File: config.mk
export PLATFORM = sky130hd
export DESIGN_NAME = raw_pixel_capture
export DESIGN_NICKNAME = d
export VERILOG_FILES = /design/src/rtl/raw_pixel_capture.sv
export SDC_FILE = /design/constraint.sdc
export NUM_CORES = 1
export LEC_CHECK = 0
export ABC_AREA = 1
export CELL_PAD_IN_SITES_DETAIL_PLACEMENT = 1
export CELL_PAD_IN_SITES_GLOBAL_PLACEMENT = 1
export CORE_UTILIZATION = 40
export DETAILED_ROUTE_END_ITERATION = 8
export GPL_TIMING_DRIVEN = 0
export PLACE_DENSITY = 0.81
export SLEW_MARGIN = 20
export SYNTH_ARGS = -nofsm -noshare
export SYNTH_HDL_FRONTEND = slang
export SYNTH_SLANG_ARGS = --single-unit
File: constraint.sdc
create_clock -name iCLK -period 5.22 [get_ports iCLK]
set_input_delay 1.044 -clock iCLK [delete_from_list [all_inputs] [get_ports iCLK]]
set_output_delay 1.044 -clock iCLK [all_outputs]
set_load 0.01 [all_outputs]
File: src/rtl/raw_pixel_capture.sv
// Sensor-timing front end: turns FVAL/LVAL + raw pixel bus into the
// DATA/DVAL/X/Y stream used by the Bayer stage, with start/stop gating and error flags.
module raw_pixel_capture #(
    parameter int unsigned DATA_W       = 12,
    parameter int unsigned COLUMN_WIDTH = 1280,
    parameter int unsigned ROW_HEIGHT   = 960,
    parameter int unsigned CNT_W        = 16,
    parameter int unsigned FRAME_W      = 32
) (
    input  logic               iCLK,
    input  logic               iRST,
    input  logic [DATA_W-1:0]  iDATA,
    input  logic               iFVAL,
    input  logic               iLVAL,
    input  logic               iSTART,
    input  logic               iEND,
    output logic [DATA_W-1:0]  oDATA,
    output logic               oDVAL,
    output logic [CNT_W-1:0]   oX_Cont,
    output logic [CNT_W-1:0]   oY_Cont,
    output logic [FRAME_W-1:0] oFrame_Cont,
    output logic               oFRAME_DONE,
    output logic               oBUSY,
    output logic               oLINE_ERR,
    output logic               oOVERFLOW
);

    // Row counter needs one extra bit so it can sit at ROW_HEIGHT after the last line.
    localparam int unsigned X_W = CNT_W;
    localparam int unsigned Y_W = CNT_W + 1;

    typedef enum logic [1:0] {
        IDLE    = 2'd0,
        ARMED   = 2'd1,
        CAPTURE = 2'd2
    } state_t;

    state_t               state_q, state_d;
    logic [X_W-1:0]       x_q, x_d;
    logic [Y_W-1:0]       y_q, y_d;
    logic                 stop_pending_q, stop_pending_d;
    logic                 fval_q, lval_q;
    logic [DATA_W-1:0]    data_q, data_d;
    logic                 dval_q, dval_d;
    logic [CNT_W-1:0]     xo_q, xo_d;
    logic [CNT_W-1:0]     yo_q, yo_d;
    logic [FRAME_W-1:0]   frame_q, frame_d;
    logic                 done_q, done_d;
    logic                 busy_q, busy_d;
    logic                 line_err_q, line_err_d;
    logic                 ovf_q, ovf_d;

    logic fval_rise_c, fval_fall_c, lval_fall_c;

    assign fval_rise_c = iFVAL & ~fval_q;
    assign fval_fall_c = ~iFVAL & fval_q;
    assign lval_fall_c = ~iLVAL & lval_q;

    // State, position and registered outputs.
    always_ff @(posedge iCLK or posedge iRST) begin
        if (iRST) begin
            state_q        <= IDLE;
            x_q            <= '0;
            y_q            <= '0;
            stop_pending_q <= 1'b0;
            fval_q         <= 1'b0;
            lval_q         <= 1'b0;
            data_q         <= '0;
            dval_q         <= 1'b0;
            xo_q           <= '0;
            yo_q           <= '0;
            frame_q        <= '0;
            done_q         <= 1'b0;
            busy_q         <= 1'b0;
            line_err_q     <= 1'b0;
            ovf_q          <= 1'b0;
        end else begin
            state_q        <= state_d;
            x_q            <= x_d;
            y_q            <= y_d;
            stop_pending_q <= stop_pending_d;
            fval_q         <= iFVAL;
            lval_q         <= iLVAL;
            data_q         <= data_d;
            dval_q         <= dval_d;
            xo_q           <= xo_d;
            yo_q           <= yo_d;
            frame_q        <= frame_d;
            done_q         <= done_d;
            busy_q         <= busy_d;
            line_err_q     <= line_err_d;
            ovf_q          <= ovf_d;
        end
    end

    // Next-state and output decode.
    always_comb begin
        state_d        = state_q;
        x_d            = x_q;
        y_d            = y_q;
        stop_pending_d = stop_pending_q;
        data_d         = data_q;
        dval_d         = 1'b0;
        xo_d           = xo_q;
        yo_d           = yo_q;
        frame_d        = frame_q;
        done_d         = 1'b0;
        line_err_d     = line_err_q;
        ovf_d          = ovf_q;

        unique case (state_q)
            IDLE: begin
                if (iSTART && !iEND) begin
                    state_d    = ARMED;
                    line_err_d = 1'b0;
                    ovf_d      = 1'b0;
                end
            end

            ARMED: begin
                // Only a fresh rising edge starts capture, so a frame already in flight is skipped.
                if (iEND) begin
                    state_d = IDLE;
                end else if (fval_rise_c) begin
                    state_d = CAPTURE;
                    x_d     = '0;
                    y_d     = '0;
                end
            end

            CAPTURE: begin
                if (iEND) begin
                    stop_pending_d = 1'b1;
                end
                if (fval_fall_c) begin
                    done_d  = 1'b1;
                    frame_d = frame_q + FRAME_W'(1);
                    x_d     = '0;
                    y_d     = '0;
                    if (stop_pending_q || iEND) begin
                        state_d        = IDLE;
                        stop_pending_d = 1'b0;
                    end else begin
                        state_d = ARMED;
                    end
                end else if (iFVAL && iLVAL) begin
                    if (y_q < Y_W'(ROW_HEIGHT)) begin
                        data_d = iDATA;
                        dval_d = 1'b1;
                        xo_d   = x_q;
                        yo_d   = y_q[CNT_W-1:0];
                        if (x_q == X_W'(COLUMN_WIDTH - 1)) begin
                            x_d = '0;
                            y_d = y_q + Y_W'(1);
                        end else begin
                            x_d = x_q + X_W'(1);
                        end
                    end else begin
                        ovf_d = 1'b1;
                    end
                end else if (lval_fall_c && (x_q != '0)) begin
                    // Full lines have already wrapped to column 0; anything else is short.
                    x_d        = '0;
                    y_d        = y_q + Y_W'(1);
                    line_err_d = 1'b1;
                end
            end

            default: begin
                state_d = IDLE;
            end
        endcase

        busy_d = (state_d != IDLE);
    end

    assign oDATA       = data_q;
    assign oDVAL       = dval_q;
    assign oX_Cont     = xo_q;
    assign oY_Cont     = yo_q;
    assign oFrame_Cont = frame_q;
    assign oFRAME_DONE = done_q;
    assign oBUSY       = busy_q;
    assign oLINE_ERR   = line_err_q;
    assign oOVERFLOW   = ovf_q;

endmodule
==> run summary, run 1 <==
TritonCTS built the clock tree. The first global-routing pass estimated 30.6 mm of wire. After detailed routing, the number of vias per cell comes to 4.96.

Entering global routing, the biggest net connects 74 pins. Measured against its own limit, the worst slew margin works out to 53.0%. The total overflow left after global routing is 0. The region available for standard cell placement spans 15,300 um2.

After clock tree synthesis, the setup repair step added 0 buffers. The detailed router finished its first iteration with 306 violations. Setup violations remaining at the end of the flow were counted as 0. Clock tree synthesis found a total of 119 sinks.

The flow ran to the end, and the final reports show no timing, DRC or antenna violations. The count of buffers added on input and output ports is 98. After technology mapping, the gate count stands at 826.

The tools report the reg-to-reg critical path startpoint as state_q[0]$_DFF_PP0_. OpenSTA, run right after detailed placement, puts the worst setup slack at 2.26 ns. After synthesis, the mean cell area works out to 7.66 um2. In this run the power density over the cells is 401 nW/um2. The run gives 4.18 ns as the worst path required time.

For this run, the top clock speed supported by timing is 393 MHz. For the pin with the worst max-slew slack, the measured transition is 0.705 ns. Data on the critical path arrives at its endpoint at 1.50 ns. Along the worst path, the maximum fanout reaches 7. In this run the static leakage power is 3.76 nW. The floorplan die height was 128 um. Type of the tightest min-delay check: flop to flop. The DRC violation count after routing is 0.

Overall global routing resource usage: 24.1%. The stage delay of the slowest cell on the critical path came out at 0.60 ns. The run gives 0 as the hold violation count in the final report.

The clock passes through at most 2 buffers. Max-cap violations in this run came to 0. For the number of buffers added by the clock tree synthesis step, the log shows 17. Family with the most delay on the worst path: buffers and inverters. The origin of the worst setup path was oFrame_Cont[21]$_DFFE_PP0P_.

The count of nets left with antenna violations once routing finished came out at 0. Summing every instance area after synthesis gives 6330 um2. After floorplanning, the core was divided into 45 placement rows. The logs give 0 for the number of pins with negative max-slew slack in the final report and 0.000267 V for the worst vdd rail ir drop. Pin placement for this block handled 99 I/O pins. The final setup slack of the worst path was 2.68 ns; the via count of the first global-routing pass was 6,012. The signal on the critical path passes through clkdlybuf4s50_1.

After synthesis, flip-flops and latches occupy 47.1% of the total area. In this run, synthesis produced a sequential element count of 119. In the final routed layout, each cell accounts on average for 15.7 um. The logs give 0 ns for the setup total negative slack and 2840 um2 for the area occupied by multi-input gates.

The die is 128 um wide. The shortest period the worst path allows works out to 2.54 ns. At the later pin of the worst-skew pair, clock insertion delay measures 0.42 ns.

The tools report the post-DP HPWL as 13.4 mm. Gates resized during post-CTS repair numbered 0. The critical path's slowest cell was sky130_fd_sc_hd__clkdlybuf4s50_1. After filler insertion, the fill cell instance count of the layout stands at 1,925. The share of cells above drive strength 1 was 10.4%. The number of buffers and inverters on the critical path is 1.

The H-tree was split into 4 levels. After clock tree synthesis, the clock-pin slew on the worst setup and hold paths is 0.05 ns. The synthesized netlist net count came out at 852. Before antenna repair, the detailed router went through 4 iterations. The startpoint identified for the worst hold timing path is oY_Cont[15]$_DFFE_PP0P_. The post-route clock period utilization was 48.7%. The floorplan die area is 16,300 um2, and the effective utilization at floorplan is 41.3%.

The kind of critical path was flop to output pin. Clock tree synthesis selected as its root buffer the cell sky130_fd_sc_hd__clkbuf_16. For this block, the via count after detailed routing is 5,789. In the final layout, flip-flops and latches occupy 2980 um2. In this run, post-CTS hold repair placed 0 buffers.

The net count of the finished layout is 970. The congestion estimate from routability-driven global placement came to 0.851. The number of antenna violations at the first check in global routing was 0; the number of diodes added for antenna fixing was 0.

The tools report the detailed-route wire length as 18.3 mm. The critical path endpoint category is an output pin. On the final layout, the worst hold slack is 0.464 ns. Yosys printed 0 warnings. Setup repair after global routing left no endpoint under its margin. The tools report the kind of start point of the critical path as a flop. The distinct cell type count after synthesis is 37. For the final database, setup skew stands at 0.00982 ns.

The area added between synthesis and finish works out to 30.0%.
-- through the flow --
stage | power, mW | utilization, % | std cells | instance area (um2)
2_1_floorplan | 1.64 | - | 826 | 6330
3_3_place_gp | 2.05 | 49.4 | 1135 | 7570
3_5_place_dp | 2.08 | 49.7 | 1136 | 7600
4_1_cts | 3.33 | 53.7 | 1167 | 8230
5_1_grt | 3.46 | 53.7 | 1167 | 8230
6_report | 3.30 | 53.7 | 1167 | 8230
-- routing by layer --
metal  routed length, um  share of wire, %  up-vias  track usage [%]
li1                    -                 -     2849                -
met3                 565               3.1       28             4.05
met4                 355               1.9        0             8.51
met1                8710                48     2793             31.9
met5                   0                 0        -                0
met2                8660                47      119             39.8
-- state kept, by name (all words and copies together), names as in the netlist --
name            cells
oDVAL               1
oLINE_ERR           1
oX_Cont            16
fval_q              1
oOVERFLOW           1
oDATA              12
oBUSY               1
oFrame_Cont        32
x_q                16
stop_pending_q      1
oFRAME_DONE         1
state_q             2
lval_q              1
oY_Cont            16
y_q                17
-- power breakdown --
part / switching [mW] / internal, mW / total (mW)
sequential: 0.0953 / 1.07 / 1.17
clock: 0.416 / 0.828 / 1.24
combinational: 0.487 / 0.401 / 0.888
total: 0.998 / 2.30 / 3.30
-- worst register-to-register path: stages (launching register included) --
cell and delay, ns:
sky130_fd_sc_hd__dfrtp_1 0.40, sky130_fd_sc_hd__inv_1 0.13, sky130_fd_sc_hd__ha_1 0.17, sky130_fd_sc_hd__buf_4 0.16, sky130_fd_sc_hd__inv_2 0.10, sky130_fd_sc_hd__nor2_8 0.18
sky130_fd_sc_hd__inv_2 0.06, sky130_fd_sc_hd__nor2_4 0.25, sky130_fd_sc_hd__inv_2 0.10, sky130_fd_sc_hd__buf_6 0.17, sky130_fd_sc_hd__buf_6 0.15, sky130_fd_sc_hd__nand2_1 0.06
sky130_fd_sc_hd__o21ai_1 0.07
-- path summary, 6_finish.rpt --
check                                     endpoint  slack, ns  cells after the start
setup / recovery                   oFrame_Cont[21]       2.68                      1
hold / removal             oY_Cont[15]$_DFFE_PP0P_       0.46                      2
setup reg to reg            oX_Cont[9]$_DFFE_PP0P_       3.11                     12
hold reg to reg            oY_Cont[15]$_DFFE_PP0P_       0.46                      2
max in group asynchronous   oY_Cont[7]$_DFFE_PP0P_       3.41                      3
min in group asynchronous    oDATA[11]$_DFFE_PP0P_       1.13                      2
-- area by class of cell --
| cell class | instances | area share, % |
|---|---|---|
| plain buffers | 19 | 1.67 |
| clock buffers | 21 | 5.72 |
| clock inverters | 10 | 1.83 |
| inverters | 98 | 4.53 |
| multi-input cells | 590 | 34.6 |
| flip-flops and latches | 119 | 36.2 |
| well taps | 211 | 3.21 |
| repair buffers | 99 | 12.3 |
-- synthesized netlist by cell type (all sizes together) --
| cell | count | area (um2) |
|---|---|---|
| nand3 | 43 | 238 |
| inv | 98 | 368 |
| dfrtp | 119 | 2980 |
| clkbuf | 6 | 23.8 |
| o21ai | 68 | 412 |
| buf | 13 | 114 |
| ha | 8 | 100 |
| a31oi | 1 | 6.26 |
| nand2 | 297 | 1140 |
| nor4 | 1 | 6.26 |
| o22ai | 1 | 6.26 |
| nor3b | 1 | 7.51 |
| o21bai | 2 | 15.0 |
| xnor2 | 7 | 61.3 |
| nand4 | 27 | 169 |
| nor3 | 18 | 100 |
| and2 | 1 | 6.26 |
| nand3b | 4 | 30.0 |
| xor2 | 14 | 123 |
| nor2 | 93 | 383 |
| a21oi | 3 | 26.3 |
| a32o | 1 | 10.0 |
-- cell usage in the layout, fill, tap and decap left out, drive strengths merged --
master / netlist / routed
nand2: 297 / 297
dfrtp: 119 / 119
clkdlybuf4s50: 0 / 98
inv: 98 / 98
nor2: 93 / 93
o21ai: 68 / 68
nand3: 43 / 43
nand4: 27 / 27
clkbuf: 6 / 27
nor3: 18 / 18
xor2: 14 / 14
buf: 13 / 14
ha: 8 / 8
xnor2: 7 / 7
clkinv: 0 / 6
nand3b: 4 / 4
bufinv: 0 / 4
a21oi: 3 / 3
o21bai: 2 / 2
a31oi: 1 / 1
nor4: 1 / 1
o22ai: 1 / 1
a32o: 1 / 1
and2: 1 / 1
nor3b: 1 / 1
-- cells by family (layout without fill, tap and decap cells) --
group                      after synthesis  after routing  share of synthesized area (%)
and+or+nand+nor                        485            485                           32.9
DFF                                    119            119                           47.1
xor gates and xnor gates                21             21                           2.91
buffers and inverters                  117            247                           7.99
adders and majority gates                8              8                           1.58
AOI/OAI and AO/OA                       76             76                           7.51
Note: power is estimated with default switching activity, not from simulation.
==> inputs of run 2 (changes only) <==
- clock period: 5.22 -> 2.36 ns (I/O delays scaled with it)
==> run summary, run 2 (synthesis gave the netlist of run 1 again) <==
For the tightest hold margin, the log shows 0.461 ns (was 0.464 ns). The tools report the buffer type at the clock tree root as sky130_fd_sc_hd__clkbuf_16 (unchanged). The number of buffers inserted for hold repair after clock tree synthesis is 0 (unchanged).

The tools report the clock latency on the worst-skew pair as 0.42 ns (about the same). Of the available clock period, the critical path in the final layout requires 93.2%. For the worst path required time, the log shows 2.66 ns (was 4.18 ns). The arrival time at the worst endpoint is 2.50 ns (was 1.50 ns), and the floorplan die height is 128 um (unchanged). The worst vdd rail ir drop is 0.000497 V (was 0.000267 V), and the residual antenna-violating net count after detailed routing is 0 (unchanged). The flow ran to the end, and the final reports show no timing, DRC or antenna violations. The number of pins with negative max-slew slack in the final report was 0 (unchanged); the effective utilization at floorplan was 41.3% (unchanged). For the floorplan die area, the log shows 16,300 um2 (unchanged).

The post-CTS clock slew at the launch and capture registers of the worst setup and hold paths was 0.05 ns (about the same); the via total after detailed routing was 5,802 (was 5,789). The logs give 2.21 mW (was 0.998 mW) for the net switching power figure and 973 (was 970) for the number of nets in the layout. The share of cells above drive strength 1 came out at 10.5% (was 10.4%). The highest attainable clock frequency was 455 MHz; the final setup slack of the worst path was 0.161 ns (was 2.68 ns). The setup total negative slack was 0 ns (unchanged); the total clock sinks was 119 (unchanged). The number of buffers added by the clock tree synthesis step was 17 (unchanged); the number of antenna violations at the first check in global routing was 0 (unchanged). The top-level port count was 99 (unchanged); the maximum fanout encountered on the critical timing path was 8 (was 7). The run gives 4 (unchanged) as the maximum level of the CTS H-tree.

The tools report the static power due to leakage as 3.76 nW (about the same). The run gives 30.7 mm (was 30.6 mm) as the first-pass GRT wire length. For the part of the total power dissipated in combinational logic, the log shows 28.0% (was 26.9%).

The pin slew with the least headroom to its limit came out at 0.768 ns (was 0.705 ns). Commonest non-fill, non-tap cell in the layout: sky130_fd_sc_hd__nand2_1 (unchanged). The final global-route overflow total was 0 (unchanged); the share of the core filled with cells in the final layout was 53.8% (was 53.7%). The ratio of total power to cell area is 858 nW/um2 (was 401 nW/um2), and the post-cts repair resize count is 0 (unchanged).

The worst setup slack after placement is -0.0622 ns (was 2.26 ns), and the number of iterations in the first detailed-routing pass is 4 (unchanged). TritonCTS built the clock tree. The number of cells traversed by the worst register-to-register path works out to 9 (was 12). Setup repair after global routing left no endpoint under its margin. The number of diodes added for antenna fixing was 0 (unchanged); the number of flip-flops under the largest register name was 32 (unchanged).

The worst max-slew margin expressed relative to the limit was 48.6% (was 53.0%); the portion of total power attributed to the clock network was 35.4% (was 37.7%). The post-DP HPWL came out at 13.6 mm (was 13.4 mm). The initial DRC count is 299 (was 306). The tools report the overall global routing resource usage as 24.1% (about the same). Type of the tightest min-delay check: input port to async pin (was flop to flop). The run gives 6,098 (was 6,012) as the via count of the first global-routing pass. The kind of start point of the critical path is a flop (unchanged). Cells along the critical path: inv_1 > ha_1 > buf_4 > nand3_2 > inv_2 > nand3_1 > nor2_2 > nand2_1 > xor2_1 (was clkdlybuf4s50_1). The critical path endpoint category is a flop (was an output pin).

The hold violation count in the final report was 0 (unchanged). Commonest cells after routing, fill and taps aside: sky130_fd_sc_hd__nand2_1 (287), sky130_fd_sc_hd__dfrtp_1 (119), sky130_fd_sc_hd__clkdlybuf4s50_1 (98) (unchanged). The floorplan die width was 128 um (unchanged); the core area was 15,300 um2 (unchanged).

The tools report the clock tree buffer depth as 2 (unchanged). The kind of critical path was flop to flop (was flop to output pin). The worst clock skew on the final layout came out at 0.00860 ns (was 0.00982 ns). The switching part of the total was 31.2% (was 30.3%). For the final weighted congestion in routability-driven placement, the log shows 0.855 (was 0.851). The count of port buffers added during placement was 98 (unchanged).

The average wire per standard cell came out at 15.6 um (was 15.7 um). For the cell-internal power, the log shows 4.86 mW (was 2.30 mW). Per-cell via count in the routed design: 4.95 (was 4.96). The logs give 0 (unchanged) for the DRC violation count after routing and 36.6% (was 35.4%) for the sequential group share of total power. For the max-capacitance violation count, the log shows 0 (unchanged). The logs give 0 (unchanged) for the count of endpoints failing setup in the final report and 18.3 mm (about the same) for the detailed-route wire length. The largest net degree at the start of global routing came out at 33 (was 74). The critical path's slowest cell was sky130_fd_sc_hd__dfrtp_1 (was sky130_fd_sc_hd__clkdlybuf4s50_1).

The stage delay of the slowest cell on the critical path was 0.40 ns (was 0.60 ns); the number of buffers inserted to repair setup after CTS was 0 (unchanged). The smallest clock period supported by the final layout is computed as 2.20 ns. The run gives 45 (unchanged) as the total number of placement rows. The area added between synthesis and finish works out to 30.2% (was 30.0%). The overall power came out at 7.07 mW (was 3.30 mW).
[run 2: cell types whose count changed in the layout (fill, tap and decap cells not counted), moves of 2 or more]
cell,before,now
sky130_fd_sc_hd__bufinv_16,4,2
sky130_fd_sc_hd__clkbuf_1,6,8
sky130_fd_sc_hd__clkinvlp_4,0,2
sky130_fd_sc_hd__buf_12,0,2
[run 2: worst paths after layout]
| kind | startpoint | to | slack [ns] |
|---|---|---|---|
| setup reg to reg | state_q[0]$_DFF_PP0_ | oFrame_Cont[13]$_DFFE_PP0P_ | 0.16 |
| hold / removal | iRST | oDATA[9]$_DFFE_PP0P_ | 0.46 |
| hold reg to reg | oY_Cont[15]$_DFFE_PP0P_ | oY_Cont[15]$_DFFE_PP0P_ | 0.46 |
| max in group asynchronous | iRST | oY_Cont[6]$_DFFE_PP0P_ | 0.94 |
| min in group iCLK | oY_Cont[15]$_DFFE_PP0P_ | oY_Cont[15]$_DFFE_PP0P_ | 0.46 |
| setup / recovery | state_q[0]$_DFF_PP0_ | oFrame_Cont[13]$_DFFE_PP0P_ | 0.16 |
[run 2: per-layer routing]
| layer | vias to the layer above | GRT usage [%] | part of all wire (%) |
|---|---|---|---|
| met1 | 2825 | 31.5 | 46 |
| met4 | 0 | 8.44 | 1.7 |
| li1 | 2856 | - | - |
| met5 | - | 0 | 0 |
| met2 | 98 | 40.7 | 49 |
| met3 | 23 | 3.59 | 3.2 |
[run 2: metrics by stage]
step / cell area, um2 / std cells
global route: 8240 / 1171
global placement: 7580 / 1135
floorplan: 6330 / 826
finish: 8240 / 1171
detailed placement: 7670 / 1139
CTS: 8240 / 1171
[run 2: layout make-up]
type	count	area [um2]
fillers	1916	7080
well taps	211	264
multi-input cells	590	2840
plain buffers	19	138
inverters	98	372
clock inverters	10	103
repair buffers	102	1080
clock buffers	22	464
flip-flops and latches	119	2980
[run 2: power by group through the flow]
stage,logic [mW],registers [mW],clock network (mW)
after floorplan,0.887,2.73,0
after global placement,1.93,2.60,0
after detailed placement,2.00,2.62,0
after CTS,2.01,2.59,2.55
after global routing,2.19,2.62,2.64
final,1.98,2.58,2.50
[run 2: worst max-delay path, delay by kind of cell (launching register included)]
family	cells	cell delay (ns)
fa+ha+maj	1	0.16
flops	1	0.40
simple gates	4	0.94
xor+xnor	1	0.18
buf+inv	3	0.40
